===== config.mk =====
export PLATFORM = sky130hd
export DESIGN_NAME = alu_sequencer_flat
export DESIGN_NICKNAME = d
export VERILOG_FILES = /design/src/rtl/alu_sequencer_if.sv /design/src/rtl/alu_sequencer.sv /design/src/flat_wrapper.sv
export SDC_FILE = /design/constraint.sdc
export NUM_CORES = 1
export LEC_CHECK = 0
export BUFFER_PORTS_ARGS = -buffer_cell sky130_fd_sc_hd__buf_2
export CORE_AREA = 2 2 48 50
export CTS_CLUSTER_SIZE = 16
export DETAILED_ROUTE_END_ITERATION = 10
export DIE_AREA = 0 0 50 52
export GPL_TIMING_DRIVEN = 0
export PLACE_DENSITY = 0.73
export SYNTH_ARGS = -nofsm -noshare
export SYNTH_HDL_FRONTEND = slang
export SYNTH_SLANG_ARGS = --single-unit

===== constraint.sdc =====
create_clock -name i_clock -period 1.69 [get_ports i_clock]
set_input_delay 0.2535 -clock i_clock [delete_from_list [all_inputs] [get_ports i_clock]]
set_output_delay 0.2535 -clock i_clock [all_outputs]
set_load 0.01 [all_outputs]

===== src/rtl/alu_sequencer_if.sv =====
// Operand/opcode/result bundle between the sequencer and its board-facing driver.
// The slave side is the sequencer; the master side drives switches/buttons and the ALU result.
interface alu_sequencer_if #(
    parameter int NB_DATA      = 4,
    parameter int NB_OPERATION = 4
);
    logic [NB_DATA-1:0]      i_data;
    logic                    i_enter;
    logic                    i_clear;
    logic [NB_DATA-1:0]      i_alu_result;
    logic [NB_DATA-1:0]      o_data_a;
    logic [NB_DATA-1:0]      o_data_b;
    logic [NB_OPERATION-1:0] o_op;
    logic [NB_DATA-1:0]      o_result;
    logic                    o_result_valid;
    logic [1:0]              o_state;

    modport slave (
        input  i_data, i_enter, i_clear, i_alu_result,
        output o_data_a, o_data_b, o_op, o_result, o_result_valid, o_state
    );

    modport master (
        output i_data, i_enter, i_clear, i_alu_result,
        input  o_data_a, o_data_b, o_op, o_result, o_result_valid, o_state
    );
endinterface


===== src/rtl/alu_sequencer.sv =====
// Push-button sequencer: loads operand A, operand B, opcode, then captures the ALU result.
// Define ALU_SEQUENCER_DEBOUNCE_EN to add a DEBOUNCE_CYCLES stability filter on the button.
module alu_sequencer #(
    parameter int NB_DATA         = 4,
    parameter int NB_OPERATION    = 4,
    parameter int DEBOUNCE_CYCLES = 16
) (
    input  logic            i_clock,
    input  logic            i_reset,
    alu_sequencer_if.slave  bus
);

    typedef enum logic [1:0] {
        S_A   = 2'b00,
        S_B   = 2'b01,
        S_OP  = 2'b10,
        S_RES = 2'b11
    } state_t;

    if (NB_OPERATION > NB_DATA || DEBOUNCE_CYCLES < 0) begin : g_bad_param
        $error("alu_sequencer: NB_OPERATION must not exceed NB_DATA, DEBOUNCE_CYCLES must be >= 0");
    end

    state_t                  state_q, state_d;
    logic                    enter_meta, enter_sync, enter_filt, enter_prev, enter_pulse;
    logic                    load_a, load_b, load_op, capture, clr_valid;
    logic [NB_DATA-1:0]      data_a_q, data_b_q, result_q;
    logic [NB_OPERATION-1:0] op_q;
    logic                    valid_q;

    always_ff @(posedge i_clock) begin
        if (i_reset) begin
            enter_meta <= 1'b0;
            enter_sync <= 1'b0;
        end else begin
            enter_meta <= bus.i_enter;
            enter_sync <= enter_meta;
        end
    end

`ifdef ALU_SEQUENCER_DEBOUNCE_EN
    localparam int CNT_W = $clog2(DEBOUNCE_CYCLES + 1);
    logic [CNT_W-1:0] deb_cnt;
    logic             deb_level;

    // Level flips on the DEBOUNCE_CYCLES-th consecutive edge of disagreement; agreement restarts the count.
    always_ff @(posedge i_clock) begin
        if (i_reset) begin
            deb_cnt   <= '0;
            deb_level <= 1'b0;
        end else if (enter_sync == deb_level) begin
            deb_cnt <= '0;
        end else if (deb_cnt >= CNT_W'(DEBOUNCE_CYCLES - 1)) begin
            deb_cnt   <= '0;
            deb_level <= enter_sync;
        end else begin
            deb_cnt <= deb_cnt + 1'b1;
        end
    end

    assign enter_filt = deb_level;
`else
    assign enter_filt = enter_sync;
`endif

    always_ff @(posedge i_clock) begin
        if (i_reset) enter_prev <= 1'b0;
        else         enter_prev <= enter_filt;
    end

    assign enter_pulse = enter_filt & ~enter_prev;

    always_ff @(posedge i_clock) begin
        if (i_reset) state_q <= S_A;
        else         state_q <= state_d;
    end

    always_comb begin
        state_d   = state_q;
        load_a    = 1'b0;
        load_b    = 1'b0;
        load_op   = 1'b0;
        capture   = 1'b0;
        clr_valid = 1'b0;
        if (bus.i_clear) begin
            state_d   = S_A;
            clr_valid = 1'b1;
        end else begin
            unique case (state_q)
                S_A:  if (enter_pulse) begin load_a  = 1'b1; state_d = S_B;   end
                S_B:  if (enter_pulse) begin load_b  = 1'b1; state_d = S_OP;  end
                S_OP: if (enter_pulse) begin load_op = 1'b1; state_d = S_RES; end
                S_RES: begin
                    if (enter_pulse) begin
                        clr_valid = 1'b1;
                        state_d   = S_A;
                    end else if (!valid_q) begin
                        capture = 1'b1;
                    end
                end
                default: state_d = S_A;
            endcase
        end
    end

    // Operands and opcode are stable for the whole of S_RES, so the first S_RES edge sees a settled ALU.
    always_ff @(posedge i_clock) begin
        if (i_reset) begin
            data_a_q <= '0;
            data_b_q <= '0;
            op_q     <= '0;
            result_q <= '0;
            valid_q  <= 1'b0;
        end else begin
            if (load_a)  data_a_q <= bus.i_data;
            if (load_b)  data_b_q <= bus.i_data;
            if (load_op) op_q     <= bus.i_data[NB_OPERATION-1:0];
            if (capture) result_q <= bus.i_alu_result;
            if (clr_valid)    valid_q <= 1'b0;
            else if (capture) valid_q <= 1'b1;
        end
    end

    assign bus.o_data_a       = data_a_q;
    assign bus.o_data_b       = data_b_q;
    assign bus.o_op           = op_q;
    assign bus.o_result       = result_q;
    assign bus.o_result_valid = valid_q;
    assign bus.o_state        = state_q;

endmodule


===== src/flat_wrapper.sv =====
// flat-port wrapper written by rule: the top's interface ports become plain ports
module alu_sequencer_flat 
#(
    parameter int NB_DATA         = 4,
    parameter int NB_OPERATION    = 4,
    parameter int DEBOUNCE_CYCLES = 16
)
  (i_clock, i_reset, bus_i_data, bus_i_enter, bus_i_clear, bus_i_alu_result, bus_o_data_a, bus_o_data_b, bus_o_op, bus_o_result, bus_o_result_valid, bus_o_state);
  alu_sequencer_if #(.NB_DATA(NB_DATA), .NB_OPERATION(NB_OPERATION)) bus_i ();
  input  logic i_clock;
  input  logic i_reset;
  input wire logic [$bits(bus_i.i_data)-1:0] bus_i_data;
  input wire logic [$bits(bus_i.i_enter)-1:0] bus_i_enter;
  input wire logic [$bits(bus_i.i_clear)-1:0] bus_i_clear;
  input wire logic [$bits(bus_i.i_alu_result)-1:0] bus_i_alu_result;
  output wire logic [$bits(bus_i.o_data_a)-1:0] bus_o_data_a;
  output wire logic [$bits(bus_i.o_data_b)-1:0] bus_o_data_b;
  output wire logic [$bits(bus_i.o_op)-1:0] bus_o_op;
  output wire logic [$bits(bus_i.o_result)-1:0] bus_o_result;
  output wire logic [$bits(bus_i.o_result_valid)-1:0] bus_o_result_valid;
  output wire logic [$bits(bus_i.o_state)-1:0] bus_o_state;
  assign bus_i.i_data = bus_i_data;
  assign bus_i.i_enter = bus_i_enter;
  assign bus_i.i_clear = bus_i_clear;
  assign bus_i.i_alu_result = bus_i_alu_result;
  assign bus_o_data_a = bus_i.o_data_a;
  assign bus_o_data_b = bus_i.o_data_b;
  assign bus_o_op = bus_i.o_op;
  assign bus_o_result = bus_i.o_result;
  assign bus_o_result_valid = bus_i.o_result_valid;
  assign bus_o_state = bus_i.o_state;
  alu_sequencer #(.NB_DATA(NB_DATA), .NB_OPERATION(NB_OPERATION), .DEBOUNCE_CYCLES(DEBOUNCE_CYCLES)) u_core (.i_clock(i_clock), .i_reset(i_reset), .bus(bus_i));
endmodule

==> qor.log <==
INFO  outcome        outcome=completed
INFO  hold_path      worst_hold_path.num_cells=2
INFO  setup_path     crit_path_end_kind=flop
INFO  power          vdd_ir_drop_max=0.613mV
INFO  synth          syn_nets=105
INFO  clocking       clock_tree.root_cell=clkbuf_4
INFO  synth          synth_sequential_area_ratio=46.7%
INFO  placed_design  io_buffer_count=30
INFO  floorplanning  placementRows=17
INFO  synth          synth_area_per_cell=10.7um2
INFO  floorplanning  design.die.area=2600um2
INFO  routing        detail_route.vias_per_cell=4.66
INFO  timing         min_period=1.56ns
INFO  power          power-per-cell-area=825nW/um2
INFO  placed_design  dpl.hpwl=1280um
INFO  clocking       cts_made_buffers=3
INFO  synth          ys_ff_latch=22
INFO  setup_path     worst-r2r-cell-count=5
INFO  cells_and_area post_route_cells_drive_above_1_share=33.6%
INFO  hold_path      hold_path_startpoint=bus_i_enter
INFO  clocking       clk_pin_slew_worst_paths=0.12ns
INFO  timing         fmax=641MHz
INFO  floorplanning  design.portCount=31
INFO  routing        avgRoutedWirePerCell=10.7um
INFO  synth          synth_area=943um2
INFO  global_route   first_global_vias=677
INFO  timing         final.setup_skew=0.00308ns
INFO  cells_and_area syn2layout_area_growth=25.9%
INFO  placed_design  detailed_place.area=1130um2
INFO  timing         whs=0.153ns
INFO  synth          ys_types=18
INFO  clocking       clock_latency=0.30ns
INFO  timing         timing.final.crit_share=92.3%
INFO  setup_path     worstSetupStartpointType=flop
INFO  synth          synth_cells=88
INFO  timing         rsz0062_at_grt=no
INFO  global_route   grt_pass1_wl=2690um
INFO  routing        drc_errors=0
INFO  cells_and_area stdcell_area=1190um2
INFO  setup_path     timing_worst_setup_path_type=flop to flop
INFO  global_route   grt.total_usage=13.9%
INFO  cells_and_area diodes=0
INFO  setup_path     critical_path_arrival=1.76ns
INFO  clocking       tritoncts=done
INFO  clocking       h-tree-depth=1
INFO  timing         setup_viol=0
INFO  floorplanning  floorplan.die.width=50um
INFO  timing         tightestPinTransition=0.412ns
INFO  floorplanning  core_area=2110um2
INFO  setup_path     worstPathMaxFanout=5
INFO  setup_path     crit_end=u_core.bus.o_state[0]$_SDFFE_PP0P_
INFO  job            max_cap_viol_count=0
INFO  global_route   maximum_number_of_pins_on_one_net_before_global_route_repair=14
INFO  routing        antenna_violating_nets_post_route=0
INFO  power          finalPower=0.979mW
INFO  clocking       numClockSinks=22
INFO  routing        vias=699
INFO  setup_path     r2r-end=u_core.bus.o_state[0]$_SDFFE_PP0P_
INFO  setup_path     critical_path_required=1.89ns
INFO  placed_design  place.gp.congestion=0.671
INFO  global_route   grt_antenna_before_repair=0
INFO  floorplanning  initial_utilization=44.8%
INFO  routing        wl=1600um
INFO  placed_design  dp_slack=0.101ns
INFO  hold_path      timing.hold.worst.class=primary input to flop
INFO  timing         worst_slack=0.131ns
INFO  clocking       clock_path_buffers=2
INFO  timing         slew_headroom=72.4%
INFO  timing         timing_max_transition_violations_final=0
INFO  timing         final_hold_viols=0
INFO  routing        drt-pass1-iter-count=4
INFO  power          power.static_leakage=0.517nW
INFO  setup_path     reg2reg_slack=0.13ns
INFO  floorplanning  die_height=52um
INFO  cells_and_area nets=140
INFO  global_route   globalRouteOverflowTotal=0
INFO  timing         final.setup.tns=0ns
INFO  routing        initialDrtViolationCount=4
INFO  setup_path     worst_r2r_startpoint=u_core.bus.o_state[0]$_SDFFE_PP0P_
INFO  synth          synthesis.yosys.warnings=0
INFO  setup_path     crit_path_from=u_core.bus.o_state[0]$_SDFFE_PP0P_
logic make-up after synthesis:
group,Yosys count,share of synthesized area [%]
buffers and inverters,7,4.11
AND/OR/NAND/NOR,35,22.5
flip-flops,22,46.7
adder cells (fa/ha/maj),5,6.63
multiplexers,17,18.0
AO/OA/AOI/OAI,2,1.99
flip-flops by register name, indices dropped and copies added, names as in the netlist:
| register | count |
|---|---|
| u_core.bus.o_data_b | 4 |
| u_core.enter_meta | 1 |
| u_core.enter_prev | 1 |
| u_core.bus.o_op | 4 |
| u_core.bus.o_result | 4 |
| u_core.enter_filt | 1 |
| u_core.bus.o_state | 2 |
| u_core.bus.o_data_a | 4 |
| u_core.bus.o_result_valid | 1 |
critical path, cell delays in order (launching register included):
cell and delay (ns):
dfxtp_1 0.41, inv_1 0.10, ha_1 0.23, nor4_2 0.31, nor2_1 0.12, o311a_1 0.29
repair_timing:
| action | in CTS | in global routing |
|---|---|---|
| setup endpoints to repair | 0 | 1 |
| resized for setup | 0 | 1 |
| setup buffers | 0 | 0 |
| hold buffers | 0 | 0 |
metal layers:
layer | vias up | routed length (um) | track usage [%]
met5 | - | 0 | 0
met4 | 0 | 14 | 5.56
met3 | 2 | 95 | 3.16
met2 | 22 | 822 | 26.8
met1 | 314 | 669 | 14.3
li1 | 361 | - | -
through the flow:
| step | cells | utilization (%) |
|---|---|---|
| floorplan | 88 | - |
| global placement | 146 | 53.6 |
| detailed placement | 146 | 53.6 |
| CTS | 150 | 56.1 |
| global route | 150 | 56.4 |
| finish | 150 | 56.4 |
synth_stat cells, drive strengths merged:
cell | n | area, um2
dfxtp | 22 | 440
mux2i | 17 | 170
nor2 | 15 | 56.3
nand2b | 8 | 50.1
buf | 5 | 31.3
ha | 5 | 62.6
nor2b | 4 | 32.5
nor4bb | 3 | 30.0
inv | 2 | 7.51
nand2 | 2 | 7.51
a2111oi | 1 | 8.76
nor4 | 1 | 6.26
nor4b | 1 | 23.8
o311a | 1 | 10.0
or3 | 1 | 6.26
cell type report:
cell class	instances	area, um2
fill	203	918
multi-input combinational	59	470
sequential	22	440
timing repair buffer	30	150
tap	28	35.0
buffer	5	31.3
clock inverter	1	30.0
clock buffer	3	22.5
inverter	2	7.51
power by group:
| group | switching [mW] | internal, mW | leakage [nW] |
|---|---|---|---|
| Sequential | 0.00419 | 0.524 | 0.178 |
| Clock | 0.151 | 0.239 | 0.0279 |
| Combinational | 0.0301 | 0.0302 | 0.311 |
worst min-delay path by stage:
stage / end / slack, ns
5_1_grt: u_core.enter_meta$_SDFF_PP0_ / 0.15
3_5_place_dp: u_core.enter_filt$_SDFF_PP0_ / 0.44
6_report: u_core.enter_meta$_SDFF_PP0_ / 0.15
3_3_place_gp: u_core.enter_filt$_SDFF_PP0_ / 0.42
2_1_floorplan: u_core.bus.o_result_valid$_SDFFE_PP0P_ / 0.34
4_1_cts: u_core.enter_meta$_SDFF_PP0_ / 0.15
cell usage in the layout (no fill, tap or decap):
master and instances:
bufinv_16 1, nor2b_4 1, or3_1 1, nand2b_1 8, buf_1 1, inv_1 2, mux2i_1 17, nor2_1 15
nor4b_4 1, nor4_2 1, ha_1 5, nor2b_1 3, buf_4 3, buf_2 31, a2111oi_0 1, clkbuf_4 3
dfxtp_1 22, o311a_1 1, nand2_1 2, nor4bb_1 3
Power figures use the tool's default switching activity.
